`config.mk`:
```
export PLATFORM = sky130hd
export DESIGN_NAME = rom_ctrl
export DESIGN_NICKNAME = d
export VERILOG_FILES = /design/src/rtl/rom_pkg.sv /design/src/rtl/rom_ctrl.sv
export SDC_FILE = /design/constraint.sdc
export NUM_CORES = 1
export LEC_CHECK = 0
export BUFFER_PORTS_ARGS = -buffer_cell sky130_fd_sc_hd__buf_2
export CAP_MARGIN = 10
export CORE_UTILIZATION = 44
export CTS_CLUSTER_SIZE = 28
export DETAILED_ROUTE_END_ITERATION = 16
export PLACE_DENSITY = 0.77
export SLEW_MARGIN = 20
export SYNTH_ARGS = -nofsm -noshare
export SYNTH_HDL_FRONTEND = slang
export SYNTH_SLANG_ARGS = --single-unit
```
`constraint.sdc`:
```
create_clock -name clk -period 2.1 [get_ports clk]
set_input_delay 0.105 -clock clk [delete_from_list [all_inputs] [get_ports clk]]
set_output_delay 0.105 -clock clk [all_outputs]
set_load 0.01 [all_outputs]
```
`src/rtl/rom_pkg.sv`:
```
// Shared types and constants for the ROM load/read controller.
package rom_pkg;

  // Controller phases: waiting for a first load, streaming words in,
  // letting the final write commit, and serving reads.
  typedef enum logic [1:0] {
    IDLE  = 2'd0,
    LOAD  = 2'd1,
    FLUSH = 2'd2,
    READY = 2'd3
  } rom_state_e;

  // Cycles from presenting an address on the controller's ROM port to the
  // read data being capturable; the same figure covers a write commit.
  localparam int ROM_LAT = 2;

endpackage

```
`src/rtl/rom_ctrl.sv`:
```
// ROM controller: loads a word stream into the ROM, then serves
// single-outstanding reads with a fixed two-cycle latency and bounds check.
module rom_ctrl
  import rom_pkg::*;
#(
  parameter int ADDR_WIDTH = 8,
  parameter int DATA_WIDTH = 32
) (
  input  logic                  clk,
  input  logic                  rst,
  input  logic                  i_load_start,
  input  logic [ADDR_WIDTH:0]   i_load_len,
  input  logic [DATA_WIDTH-1:0] i_s_data,
  input  logic                  i_s_valid,
  output logic                  o_s_ready,
  input  logic [ADDR_WIDTH-1:0] i_rd_addr,
  input  logic                  i_rd_valid,
  output logic                  o_rd_ready,
  output logic [DATA_WIDTH-1:0] o_rd_data,
  output logic                  o_rd_err,
  output logic                  o_rd_valid,
  input  logic                  i_rd_rsp_ready,
  output logic [DATA_WIDTH-1:0] o_rom_wr_data,
  output logic                  o_rom_we,
  output logic [ADDR_WIDTH-1:0] o_rom_addr,
  input  logic [DATA_WIDTH-1:0] i_rom_rd_data,
  output logic                  o_load_done,
  output logic                  o_load_err,
  output logic                  o_loaded
);

  localparam logic [ADDR_WIDTH:0] MAX_LEN    = {1'b1, {ADDR_WIDTH{1'b0}}};
  localparam logic [ADDR_WIDTH:0] ONE        = {{ADDR_WIDTH{1'b0}}, 1'b1};
  localparam logic [1:0]          FLUSH_LAST = 2'(ROM_LAT - 1);
  localparam logic [1:0]          RD_LAST    = 2'(ROM_LAT - 1);

  rom_state_e          state;
  rom_state_e          state_nxt;
  logic [ADDR_WIDTH:0] len_q;
  logic [ADDR_WIDTH:0] cnt_q;
  logic [1:0]          flush_cnt;
  logic [1:0]          rd_cnt;
  logic                rd_pend;
  logic                rd_oob;

  logic start_seen;
  logic len_ok;
  logic start_ok;
  logic start_bad;
  logic beat;
  logic last_beat;
  logic rd_accept;
  logic rsp_done;
  logic flush_end;

  // Handshake and event decode; a read still in flight holds off load beats
  // so the ROM address port is not stolen before the read data is captured.
  always_comb begin
    start_seen = i_load_start && ((state == IDLE) || (state == READY));
    len_ok     = (i_load_len != '0) && (i_load_len <= MAX_LEN);
    start_ok   = start_seen && len_ok;
    start_bad  = start_seen && !len_ok;
    o_s_ready  = (state == LOAD) && !rd_pend;
    beat       = o_s_ready && i_s_valid;
    last_beat  = beat && (cnt_q == (len_q - ONE));
    o_rd_ready = (state == READY) && !rd_pend && !o_rd_valid;
    rd_accept  = o_rd_ready && i_rd_valid;
    rsp_done   = o_rd_valid && i_rd_rsp_ready;
    flush_end  = (state == FLUSH) && (flush_cnt == FLUSH_LAST);
  end

  // Next-state selection for the load/serve sequence.
  always_comb begin
    state_nxt = state;
    case (state)
      IDLE:    if (start_ok)  state_nxt = LOAD;
      LOAD:    if (last_beat) state_nxt = FLUSH;
      FLUSH:   if (flush_end) state_nxt = READY;
      READY:   if (start_ok)  state_nxt = LOAD;
      default: state_nxt = IDLE;
    endcase
  end

  // State register.
  always_ff @(posedge clk) begin
    if (rst) begin
      state <= IDLE;
    end else begin
      state <= state_nxt;
    end
  end

  // Load bookkeeping: latched length, word counter, flush timer and status pulses.
  always_ff @(posedge clk) begin
    if (rst) begin
      len_q       <= '0;
      cnt_q       <= '0;
      flush_cnt   <= '0;
      o_loaded    <= 1'b0;
      o_load_done <= 1'b0;
      o_load_err  <= 1'b0;
    end else begin
      o_load_done <= flush_end;
      o_load_err  <= start_bad;
      if (start_ok) begin
        len_q    <= i_load_len;
        cnt_q    <= '0;
        o_loaded <= 1'b0;
      end
      if (beat) begin
        cnt_q <= cnt_q + ONE;
      end
      if (last_beat) begin
        flush_cnt <= '0;
      end else if (state == FLUSH) begin
        flush_cnt <= flush_cnt + 2'd1;
      end
      if (flush_end) begin
        o_loaded <= 1'b1;
      end
    end
  end

  // ROM port drive plus the read pipeline and its held response register.
  always_ff @(posedge clk) begin
    if (rst) begin
      o_rom_we      <= 1'b0;
      o_rom_addr    <= '0;
      o_rom_wr_data <= '0;
      rd_pend       <= 1'b0;
      rd_cnt        <= '0;
      rd_oob        <= 1'b0;
      o_rd_valid    <= 1'b0;
      o_rd_data     <= '0;
      o_rd_err      <= 1'b0;
    end else begin
      o_rom_we <= beat;
      if (beat) begin
        o_rom_addr    <= cnt_q[ADDR_WIDTH-1:0];
        o_rom_wr_data <= i_s_data;
      end else if (rd_accept) begin
        o_rom_addr <= i_rd_addr;
        rd_pend    <= 1'b1;
        rd_cnt     <= '0;
        rd_oob     <= ({1'b0, i_rd_addr} >= len_q);
      end
      if (rd_pend) begin
        if (rd_cnt == RD_LAST) begin
          rd_pend    <= 1'b0;
          o_rd_valid <= 1'b1;
          o_rd_data  <= rd_oob ? '0 : i_rom_rd_data;
          o_rd_err   <= rd_oob;
        end else begin
          rd_cnt <= rd_cnt + 2'd1;
        end
      end else if (rsp_done) begin
        o_rd_valid <= 1'b0;
      end
    end
  end

endmodule

```
# Word-level counts from Yosys, hierarchy flattened
# Index checks and enable logic that the tools add are counted.
# word_totals
reg_bits,104
word_cells,83
output_inout_bits,80
# classes
n_bitwise,1
n_lt_le_gt_ge,2
eq_ne,10
muxes,22
n_reduce_logical,28
add_sub_neg,4
# op_table
op,n
2-to-1 mux 32 bit,1
2-to-1 mux 9 bit,2
2-to-1 mux 8 bit,2
2-to-1 mux 2 bit,7
logical AND 1 bit,12
adder 9 x 1 -> 9 bit (second input constant),1
== test 9 bit,1
greater-or-equal comparator 8 x 9 -> 1 bit,1
<= comparator 9 bit (second input constant),1
2-to-1 mux 1 bit,9
nonzero test 9 bit,1
subtractor 9 x 1 -> 9 bit (second input constant),1
nonzero test 2 bit,4
== test 2 x 1 -> 1 bit (second input constant),3
case mux 2 bit (3 select lines),1
AND reduction 2 bit,3
adder 2 x 1 -> 2 bit (second input constant),2
== test 2 bit (second input constant),2
!= test 2 x 1 -> 1 bit (second input constant),2
!= test 2 bit (second input constant),2
OR reduction 2 bit,2
logical NOT 1 bit,3
AND reduction 3 bit,1
logical NOT 2 bit,1
2 further kinds,2

# Longest topological paths before layout
# Gate-level depths: netlist of the first run.
# depth
ltp_word,8
ltp_mapped,10

# Worst setup path after synthesis of the first run
# Ideal clock, no wire load.
# synth_path
path_type,register to register
start,register len_q[0]
end,register state[1]
t_required_ns,1.981
setup_slack_ns,0.091
stages_incl_launch_ff,9
setup_ns,0.119
arrival_ns,1.891
period_less_slack_ns,2.009
path_cell_list,dfxtp_1 > inv_1 > ha_1 > and2b_1 > o311ai_0 > and4_1 > nand3_2 > and2_0 > o221a_1
# synth_via
elab_chain_len,5
# synth_rtl
item,line_no,text
from (decl),rom_ctrl.sv:39,logic [ADDR_WIDTH:0] len_q;
from (signal assigned),rom_ctrl.sv:106,len_q <= i_load_len;
subtractor 9 x 1 -> 9 bit,rom_ctrl.sv:65,last_beat = beat && (cnt_q == (len_q - ONE));
== test 9 bit,rom_ctrl.sv:65,
logical AND 1 bit,rom_ctrl.sv:65,
!= test 2 bit (no source line),-,
AND reduction 3 bit (no source line),-,
to (signal assigned),rom_ctrl.sv:89,state <= state_nxt;
to (decl),rom_ctrl.sv:37,rom_state_e state;
# Every way passes these cells.
# A chain may end at the register's enable or synchronous reset.

# Worst setup path in the final report of the first run
# layout_path
start,register len_q[3]
end,register state[1]
# Same word-level chain as after synthesis.

==> results of run 1 <==
what timing repair did:
action	4_1_cts	5_1_grt
gates resized for setup	0	8
endpoints found under the setup margin	0	8
hold buffers	75	0
buffers inserted	0	0
hold endpoints to repair	75	0
worst max-delay path, stage by stage, from the launching register on:
cell	delay, ns
dfxtp_2	0.36
or4_4	0.54
nor2_1	0.16
o21ai_1	0.11
a221o_1	0.35
nand3_2	0.10
a21boi_1	0.07
o221a_1	0.23
sequential cells by signal, indices dropped and copies added, names as in the netlist, named ones only:
register	cells
rd_pend	1
state	2
o_rom_we	1
rd_cnt	1
o_rd_valid	1
len_q	9
o_loaded	1
flush_cnt	2
cnt_q	9
o_load_done	1
o_rom_wr_data	32
rd_oob	1
o_rom_addr	8
o_rd_err	1
o_load_err	1
o_rd_data	32
cells by family after synthesis:
kind of cell	count (synthesis)
compound gates	117
xor+xnor	14
fa+ha+maj	14
buf+inv	48
flops	104
mux	19
simple gates	156
power groups by stage:
stage	clock (µW)	combinational [µW]	sequential [µW]
finish	1260	1630	2320
global route	1380	1800	2340
CTS	1300	1600	2310
detailed placement	0	1480	2360
global placement	0	1430	2340
floorplan	0	917	2410
metal layers:
layer | up-vias | routed length [µm]
li1 | 2108 | -
met1 | 2021 | 4762
met2 | 175 | 6344
met3 | 35 | 774
met4 | 0 | 382
met5 | - | 0
per-stage QoR:
stage | cell area (µm²) | hold WS, ns | util, % | power [µW] | worst slack [ns]
floorplan | 4270 | 0.2307 | - | 3325 | 0.09066
global placement | 5281 | 0.3161 | 56.62 | 3777 | 0.1688
detailed placement | 5281 | 0.3173 | 56.62 | 3836 | 0.1258
CTS | 6231 | 0.05119 | 66.80 | 5214 | 0.06080
global route | 6252 | 0.09879 | 67.03 | 5518 | -0.04768
finish | 6252 | 0.07747 | 67.03 | 5204 | 0.08224
final timing paths:
kind / startpoint / end / slack (ns)
setup / recovery: len_q[3]$_SDFFE_PP0P_ / state[1]$_SDFFE_PP0P_ / 0.08
hold / removal: i_rd_rsp_ready / o_rd_valid$_SDFFE_PP0P_ / 0.08
setup reg to reg: len_q[3]$_SDFFE_PP0P_ / state[1]$_SDFFE_PP0P_ / 0.08
hold reg to reg: o_rom_wr_data[24]$_SDFFE_PP0P_ / o_rom_wr_data[24]$_SDFFE_PP0P_ / 0.45
placed cells by master (no fill, tap or decap), drive strengths merged, types with 2 or more instances in the layout:
master | netlist | routed
buf | 5 | 181
dfxtp | 104 | 104
nand2 | 81 | 81
dlygate4sd3 | 0 | 75
a21oi | 45 | 45
nor2 | 35 | 35
a22o | 33 | 33
mux2i | 18 | 18
inv | 17 | 17
ha | 14 | 14
clkbuf | 26 | 12
o21ai | 11 | 11
xnor2 | 8 | 8
a211oi | 8 | 8
nand3 | 7 | 7
xor2 | 6 | 6
a311oi | 5 | 5
and2 | 5 | 5
nor3 | 5 | 5
a31oi | 4 | 4
nor2b | 3 | 3
and3 | 3 | 3
nand2b | 3 | 3
nor4 | 3 | 3
nor3b | 2 | 2
and3b | 2 | 2
nand4 | 2 | 2
a2111oi | 2 | 2
a21o | 2 | 2
clkinvlp | 0 | 2
area by class of cell:
cell class	count	area share, %
flip-flops and latches	104	33.32
multi-input cells	320	32.60
repair buffers	256	27.30
well taps	129	2.582
clock buffers	12	2.321
inverters	17	1.021
clock inverters	4	0.8605
==> out/metrics.yaml, run 1 <==
outcome: "complete, no violations"
detailed_place_hpwl_mm: 7.641
yosys_warnings: 0
use_met3_pct: 7.074
tightest_slew_ns: 0.4222
n_antenna_cell: 0
cp.required_ns: 2.37
drive_gt1_share_pct: 29.87
combPwrFrac_pct: 31.2
setup_tns_ns: 0
cts_tree: "built"
clkTransAtPathRegs_ns: 0.10
synthXorXnorAreaFrac_pct: 3.047
grt_pass1_wl_mm: 19.47
synth_top_cell_by_area: "dfxtp_1"
port_buffers: 166
hold_viol: 0
die_area_mm2: 0.01010
hold_depth: 4
synthTopCellsByCount: "104 x dfxtp_1, 81 x nand2_1, 45 x a21oi_1, 35 x nor2_1, 33 x a22o_1"
synthArstFlopShare_pct: 0
clkPwrFrac_pct: 24.2
criticalPathCategory: "register to register"
n_fill_cell: 735
fin_nets: 809
gp_congestion: 0.8562
synth_area_mm2: 0.004270
drv_slew: 0
synth_edf_count: 0
busiest_layer: "met2"
cap_violations: 0
synth_top_family_by_area: "compound AO/OA/AOI/OAI gates"
r2r_cells: 7
synth-simple-area-share_pct: 16.61
grt_pass1_vias: 4276
antenna_found_initial: 0
yosysMostFrequentCell: "dfxtp_1"
critPathCaptureType: "register"
startpoint_type: "register"
grtUsageTotal_pct: 24.44
critPathArrivalTime_ns: 2.29
vias: 4339
finalCritPeriodShare_pct: 96.08
seqCellArea_mm2: 0.002083
multi_input_comb_area_mm2: 0.002038
place_inst: 751
fin_crit_ns: 2.018
synth_compound_area_share_pct: 18.69
insertion_delay_ns: 0.37
vias_per_cell: 5.153
fmax_mhz: 495.6
synth_fa_ha_area_share_pct: 4.102
peakVddDrop_mv: 0.4744
wl_per_cell_um: 14.56
power_density_mw_per_mm2: 832.3
timing.slew.headroom_pct: 71.85
synthFlopType: "dfxtp_1"
drc: 0
cellLeakagePower_uw: 0.002819
syn_area_per_cell_um2: 9.047
die_h_um: 100.5
cts.sinks: 104
fin_worst_skew_ns: 0.01287
synthTopCellsByArea: "dfxtp_1 49%, nand2_1 7.1%, a22o_1 6.8%"
area_delta_synth_final_pct: 46.41
numCtsBuffers: 9
synth_mux_area_share_pct: 4.483
p_int_uw: 3517
ios: 167
cp_max_fo: 6
die_w_um: 100.5
p_switching_uw: 1687
routed_wl_mm: 12.26
fin_cells: 842
grt_max_degree: 42
htreeDepth: 3
root_buffer: "clkbuf_8"
ys_seq_elements: 104
hp-class: "input pin to register"
synth_cells: 472
seq_area_frac_synth_pct: 48.75
first_pass_iters: 5
synth_cell_types: 49
seqPwrFrac_pct: 44.5
swShare_pct: 32.41
antenna_left: 0
core_mm2: 0.009328
use_met2_pct: 43.41
cts_buffer_depth: 2
synth_top_area_share_pct: 48.75
drt_iter0_drc: 174
fp-row-count: 35
start_util_pct: 45.78
setup_violations: 0
met1_usage_pct: 26.80
syn_nets: 573
globalRouteOverflowTotal: 0
(Power assumes the default switching activity.)
==> inputs of run 2 (changes only) <==
ABC_AREA = 1   (was not set)
PLACE_DENSITY = 0.76   (was 0.77)
==> run 2 against run 1 <==
Synthesized area increased by 4.8%. Non-clock buffer count decreased by 26. Sequential cell count unchanged. Cell count increased by 14%. Clock power decreased by 9%. Clock skew increased by 0.00078 ns. Critical path depth increased by 6. Power decreased by 5.0%. Utilization decreased by 4.6 points. Register-to-register slack improved by 0.14 ns. Synthesized cell count increased by 29%.
==> out/metrics.yaml, run 2 <==
outcome: "complete, no violations"
drv_slew: 0
drive_gt1_share_pct: 24.70
synth_cells: 610
htreeDepth: 3
cts_tree: "built"
place_inst: 888
drc: 0
n_fill_cell: 835
grtUsageTotal_pct: 23.92
port_buffers: 166
first_pass_iters: 5
tightest_slew_ns: 0.5678
ys_seq_elements: 104
rsz0062_at_grt: "no"
syn_nets: 711
drt_iter0_drc: 265
seqPwrFrac_pct: 45.6
n_antenna_cell: 0
grt_pass1_wl_mm: 19.73
cts.sinks: 104
clkPwrFrac_pct: 23.3
critPathArrivalTime_ns: 2.13
peakVddDrop_mv: 0.4998
synth_top_area_share_pct: 46.51
fin_crit_ns: 1.874
yosysMostFrequentCell: "nand2_1"
area_delta_synth_final_pct: 36.84
yosys_warnings: 0
swShare_pct: 35.67
root_buffer: "clkbuf_8"
routed_wl_mm: 13.34
start_util_pct: 45.59
setup_tns_ns: 0
combPwrFrac_pct: 31.1
fin_cells: 959
gp_congestion: 0.9789
cp.required_ns: 2.35
core_mm2: 0.009819
slowest_delay_ns: 0.40
p_int_uw: 3181
synth_edf_count: 0
antenna_found_initial: 0
crit_chain: "inv_1 > ha_1 > inv_1 > nand2_1 > nand2_1 > xor2_1 > nand2_1 > nor2_1 > nand4_1 > nand2_1 > nand3_1 > nand2_1 > nor2_1"
cp_max_fo: 6
syn_area_per_cell_um2: 7.339
ios: 167
vias: 4801
synthFlopType: "dfxtp_1"
fin_nets: 923
cp_top_family: "simple AND/OR/NAND/NOR gates"
cts_resized: 0
wl_per_cell_um: 13.91
fin_worst_skew_ns: 0.01365
die_h_um: 102.9
insertion_delay_ns: 0.36
finalCritPeriodShare_pct: 89.23
largestRegisters: "o_rd_data x32, o_rom_wr_data x32"
final_cell_mix: "197 x nand2_1, 166 x buf_2, 104 x dfxtp_1"
crit_slowest_cell: "dfxtp_1"
seq_area_frac_synth_pct: 46.51
globalRouteOverflowTotal: 0
synthTopCellsByArea: "dfxtp_1 47%, nand2_1 17%, a21oi_1 10%"
cap_violations: 0
final_common_cell: "nand2_1"
vias_per_cell: 5.006
r2r_setup_slack_ns: 0.23
fp-row-count: 36
fmax_mhz: 533.6
detailed_place_hpwl_mm: 8.944
grt_max_degree: 39
power_density_mw_per_mm2: 807.1
synth_cell_types: 33
p_switching_uw: 1763
hold_viol: 0
antenna_left: 0
grt_pass1_vias: 4359
cellLeakagePower_uw: 0.002679
synth_top_cell_by_area: "dfxtp_1"
numCtsBuffers: 9
cts_buffer_depth: 2
crit_buf_inv: 2
synth_area_mm2: 0.004477
crit_top_cell: "nand2_1"
clkTransAtPathRegs_ns: 0.10
criticalPathCategory: "register to register"
startpoint_type: "register"
synthTopCellsByCount: "197 x nand2_1, 104 x dfxtp_1, 93 x a21oi_1, 38 x nor2_1, 35 x inv_1"
die_w_um: 102.9
critPathCaptureType: "register"
synthArstFlopShare_pct: 0
timing.slew.headroom_pct: 62.09
setup_violations: 0
hp-class: "input pin to register"
post_cts_buffers: 0
die_area_mm2: 0.01058
## run 2: cell count changes after synthesis, sizes merged, moves of 8 or more
cell	previous run	this run
clkbuf	26	16
nand3	7	32
mux2i	18	0
a22o	33	0
o21ai	11	20
inv	17	41
nand2	81	197
buf	5	13
a21oi	45	93
## run 2: cell type report
cell class                 instances  area [µm²]  share of cell area [%]
multi-input combinational        435        2095                   34.19
sequential                       104        2082                   33.99
timing repair buffer             230        1451                   23.69
tap                              133       166.4                   2.717
inverter                          42       157.7                   2.574
clock buffer                       9       123.9                   2.022
clock inverter                     6       50.05                  0.8170
## run 2: tightest hold or removal path: stages
cell,delay (ns)
buf_2,0.10
nand3_1,0.07
a21oi_1,0.06
## run 2: final timing paths
| check | start | endpoint | cells past startpoint |
|---|---|---|---|
| worst max-delay path | len_q[0]$_SDFFE_PP0P_ | state[1]$_SDFFE_PP0P_ | 13 |
| worst min-delay path | i_rom_rd_data[0] | o_rd_data[0]$_SDFFE_PP0P_ | 3 |
| worst max register to register | len_q[0]$_SDFFE_PP0P_ | state[1]$_SDFFE_PP0P_ | 13 |
| worst min register to register | o_rom_wr_data[5]$_SDFFE_PP0P_ | o_rom_wr_data[5]$_SDFFE_PP0P_ | 2 |
## run 2: per-layer routing
metal | wire length (µm) | vias up | global-route usage [%]
li1 | - | 2412 | -
met1 | 5720 | 2141 | 29.23
met2 | 6360 | 209 | 39.64
met3 | 833 | 39 | 4.949
met4 | 423 | 0 | 12.78
met5 | 0 | - | 0
## run 2: through the flow
step / instance area (µm²) / hold slack, ns / total power, µW / util (%) / setup slack (ns)
global placement: 5391 / 0.3548 / 3684 / 54.91 / 0.3589
floorplan: 4477 / 0.1876 / 3278 / - / 0.4883
finish: 6126 / 0.01047 / 4944 / 62.39 / 0.2261
global route: 6126 / 0.005476 / 5261 / 62.39 / 0.04394
CTS: 6116 / 0.002084 / 4951 / 62.28 / 0.2486
detailed placement: 5391 / 0.3601 / 3728 / 54.91 / 0.2703
## run 2: repair_timing
item                                    4_1_cts  5_1_grt
endpoints found under the setup margin        0        0
hold buffers                                 55        1
endpoints found under the hold margin        55        1
## run 2: cell families after synthesis
| logic type | count (synthesis) | share of synthesized area (%) |
|---|---|---|
| compound gates | 127 | 14.84 |
| simple gates | 286 | 26.47 |
| buf+inv | 71 | 6.708 |
| flops | 104 | 46.51 |
| fa+ha+maj | 14 | 3.913 |
| xor+xnor | 8 | 1.565 |
## run 2: power groups by stage
stage | logic (µW) | clock network, µW | registers [µW]
floorplan | 956 | 0 | 2320
global placement | 1390 | 0 | 2290
detailed placement | 1430 | 0 | 2300
CTS | 1510 | 1180 | 2250
global route | 1720 | 1270 | 2280
finish | 1540 | 1150 | 2250
==> inputs of run 3 (changes only) <==
CORE_ASPECT_RATIO = 0.75   (was not set)
==> run 3 against run 2 <==
Utilization shrank 3.9 points. Cell area down 6.6%. Clock skew fell by 0.0088 ns. Die area barely moved. Clock power up 47%. Combinational power down 6%. Largest cell class unchanged. Highest routed layer unchanged.
==> out/metrics.yaml, run 3 (synthesized netlist as in run 2, its figures left out) <==
wl_per_cell_um: 13.42
antenna_found_initial: 0
tightest_slew_ns: 0.5618
detailed_place_hpwl_mm: 9.186
cts_tree: "built"
gp_congestion: 0.9076
hp-class: "input pin to register"
fin_area_mm2: 0.005719
fin_worst_skew_ns: 0.004829
postPlaceCellArea_mm2: 0.005390
grt_max_degree: 39
crit_top_cell: "nand2_1"
critPathArrivalTime_ns: 2.09
first_pass_iters: 4
hold_viol: 0
grtUsageTotal_pct: 22.42
vias: 4509
die_h_um: 89.36
cts_buffer_depth: 2
die_w_um: 118.5
largestRegisters: "o_rd_data x32, o_rom_wr_data x32"
power_density_mw_per_mm2: 945.8
htreeDepth: 3
critPathCaptureType: "register"
n_fill_cell: 935
cp_max_fo: 6
setup_tns_ns: 0
rsz0062_at_grt: "no"
finalCritPeriodShare_pct: 88.87
grt_pass1_vias: 4027
drc: 0
fin_util_pct: 58.51
final_common_cell: "nand2_1"
cap_violations: 0
final_cell_mix: "197 x nand2_1, 166 x buf_2, 104 x dfxtp_1"
globalRouteOverflowTotal: 0
clkTransAtPathRegs_ns: 0.07
port_buffers: 166
routed_wl_mm: 12.14
startpoint_type: "register"
slowest_delay_ns: 0.33
fmax_mhz: 535.9
core_mm2: 0.009774
ios: 167
insertion_delay_ns: 0.33
holdWs_ns: 0.01056
vias_per_cell: 4.982
cp.required_ns: 2.33
start_util_pct: 45.80
area_delta_synth_final_pct: 27.75
fp-row-count: 31
crit_chain: "inv_1 > ha_1 > nand2_1 > nor2_1 > xor2_1 > nand4_1 > nand2_1 > nand3_1 > nand2_1 > nor2_1"
fin_crit_ns: 1.866
drive_gt1_share_pct: 26.39
setup_violations: 0
antenna_left: 0
criticalPathCategory: "register to register"
root_buffer: "clkbuf_16"
grt_pass1_wl_mm: 18.98
cellLeakagePower_uw: 0.002509
drt_iter0_drc: 262
cts.sinks: 104
crit_buf_inv: 1
n_antenna_cell: 0
numCtsBuffers: 9
outcome: "complete, no violations"
peakVddDrop_mv: 0.5414
cp_top_family: "simple AND/OR/NAND/NOR gates"
drv_slew: 0
die_area_mm2: 0.01059
crit_slowest_cell: "dfxtp_1"
timing.slew.headroom_pct: 62.49
post_cts_buffers: 0
fin_nets: 869
run 3: layout make-up:
type                       instances  area (µm²)  share of cell area [%]
timing repair buffer             176       914.6                   15.99
sequential                       104        2082                   36.40
clock buffer                      11       242.7                   4.244
multi-input combinational        435        2095                   36.62
tap                              132       165.2                   2.888
inverter                          42       157.7                   2.757
clock inverter                     5       62.56                   1.094
run 3: final timing paths:
kind,from,to,slack [ns],depth (start not counted)
max,len_q[0]$_SDFFE_PP0P_,state[1]$_SDFFE_PP0P_,0.23,10
min,i_s_data[18],o_rom_wr_data[18]$_SDFFE_PP0P_,0.01,3
max reg2reg,len_q[0]$_SDFFE_PP0P_,state[1]$_SDFFE_PP0P_,0.23,10
min reg2reg,o_rd_data[5]$_SDFFE_PP0P_,o_rd_data[5]$_SDFFE_PP0P_,0.46,2
run 3: worst min-delay path, cell delays in order:
cell,delay (ns)
buf_2,0.09
nand2_1,0.05
a21oi_1,0.05
run 3: repair_timing:
action / in CTS / in global routing
hold buffers: 0 / 2
resized for setup: 0 / 1
setup endpoints to repair: 0 / 1
hold endpoints to repair: 0 / 2
run 3: per-stage QoR:
| step | setup slack (ns) | total power (µW) | std cells |
|---|---|---|---|
| after floorplan | 0.4883 | 3278 | 610 |
| after global routing | 0.05578 | 5736 | 905 |
| after global placement | 0.3396 | 3695 | 887 |
| after CTS | 0.2128 | 5427 | 903 |
| after detailed placement | 0.2310 | 3735 | 887 |
| final | 0.2338 | 5409 | 905 |
run 3: routing by layer:
layer	part of all wire [%]	GRT usage, %	routed length, µm	vias up
li1	-	-	-	2298
met1	46	29.79	5570	2017
met2	46	36.95	5531	184
met3	7.6	5.740	925	10
met4	0.95	5.293	115	0
met5	0	0	0	-
run 3: where the power goes:
group	switching, µW	internal [µW]	total [µW]	leakage (µW)
Combinational	915	538	1450	0.00152
Clock	729	966	1690	0.000143
Sequential	123	2140	2260	0.000842
Total	1770	3640	5410	0.00251
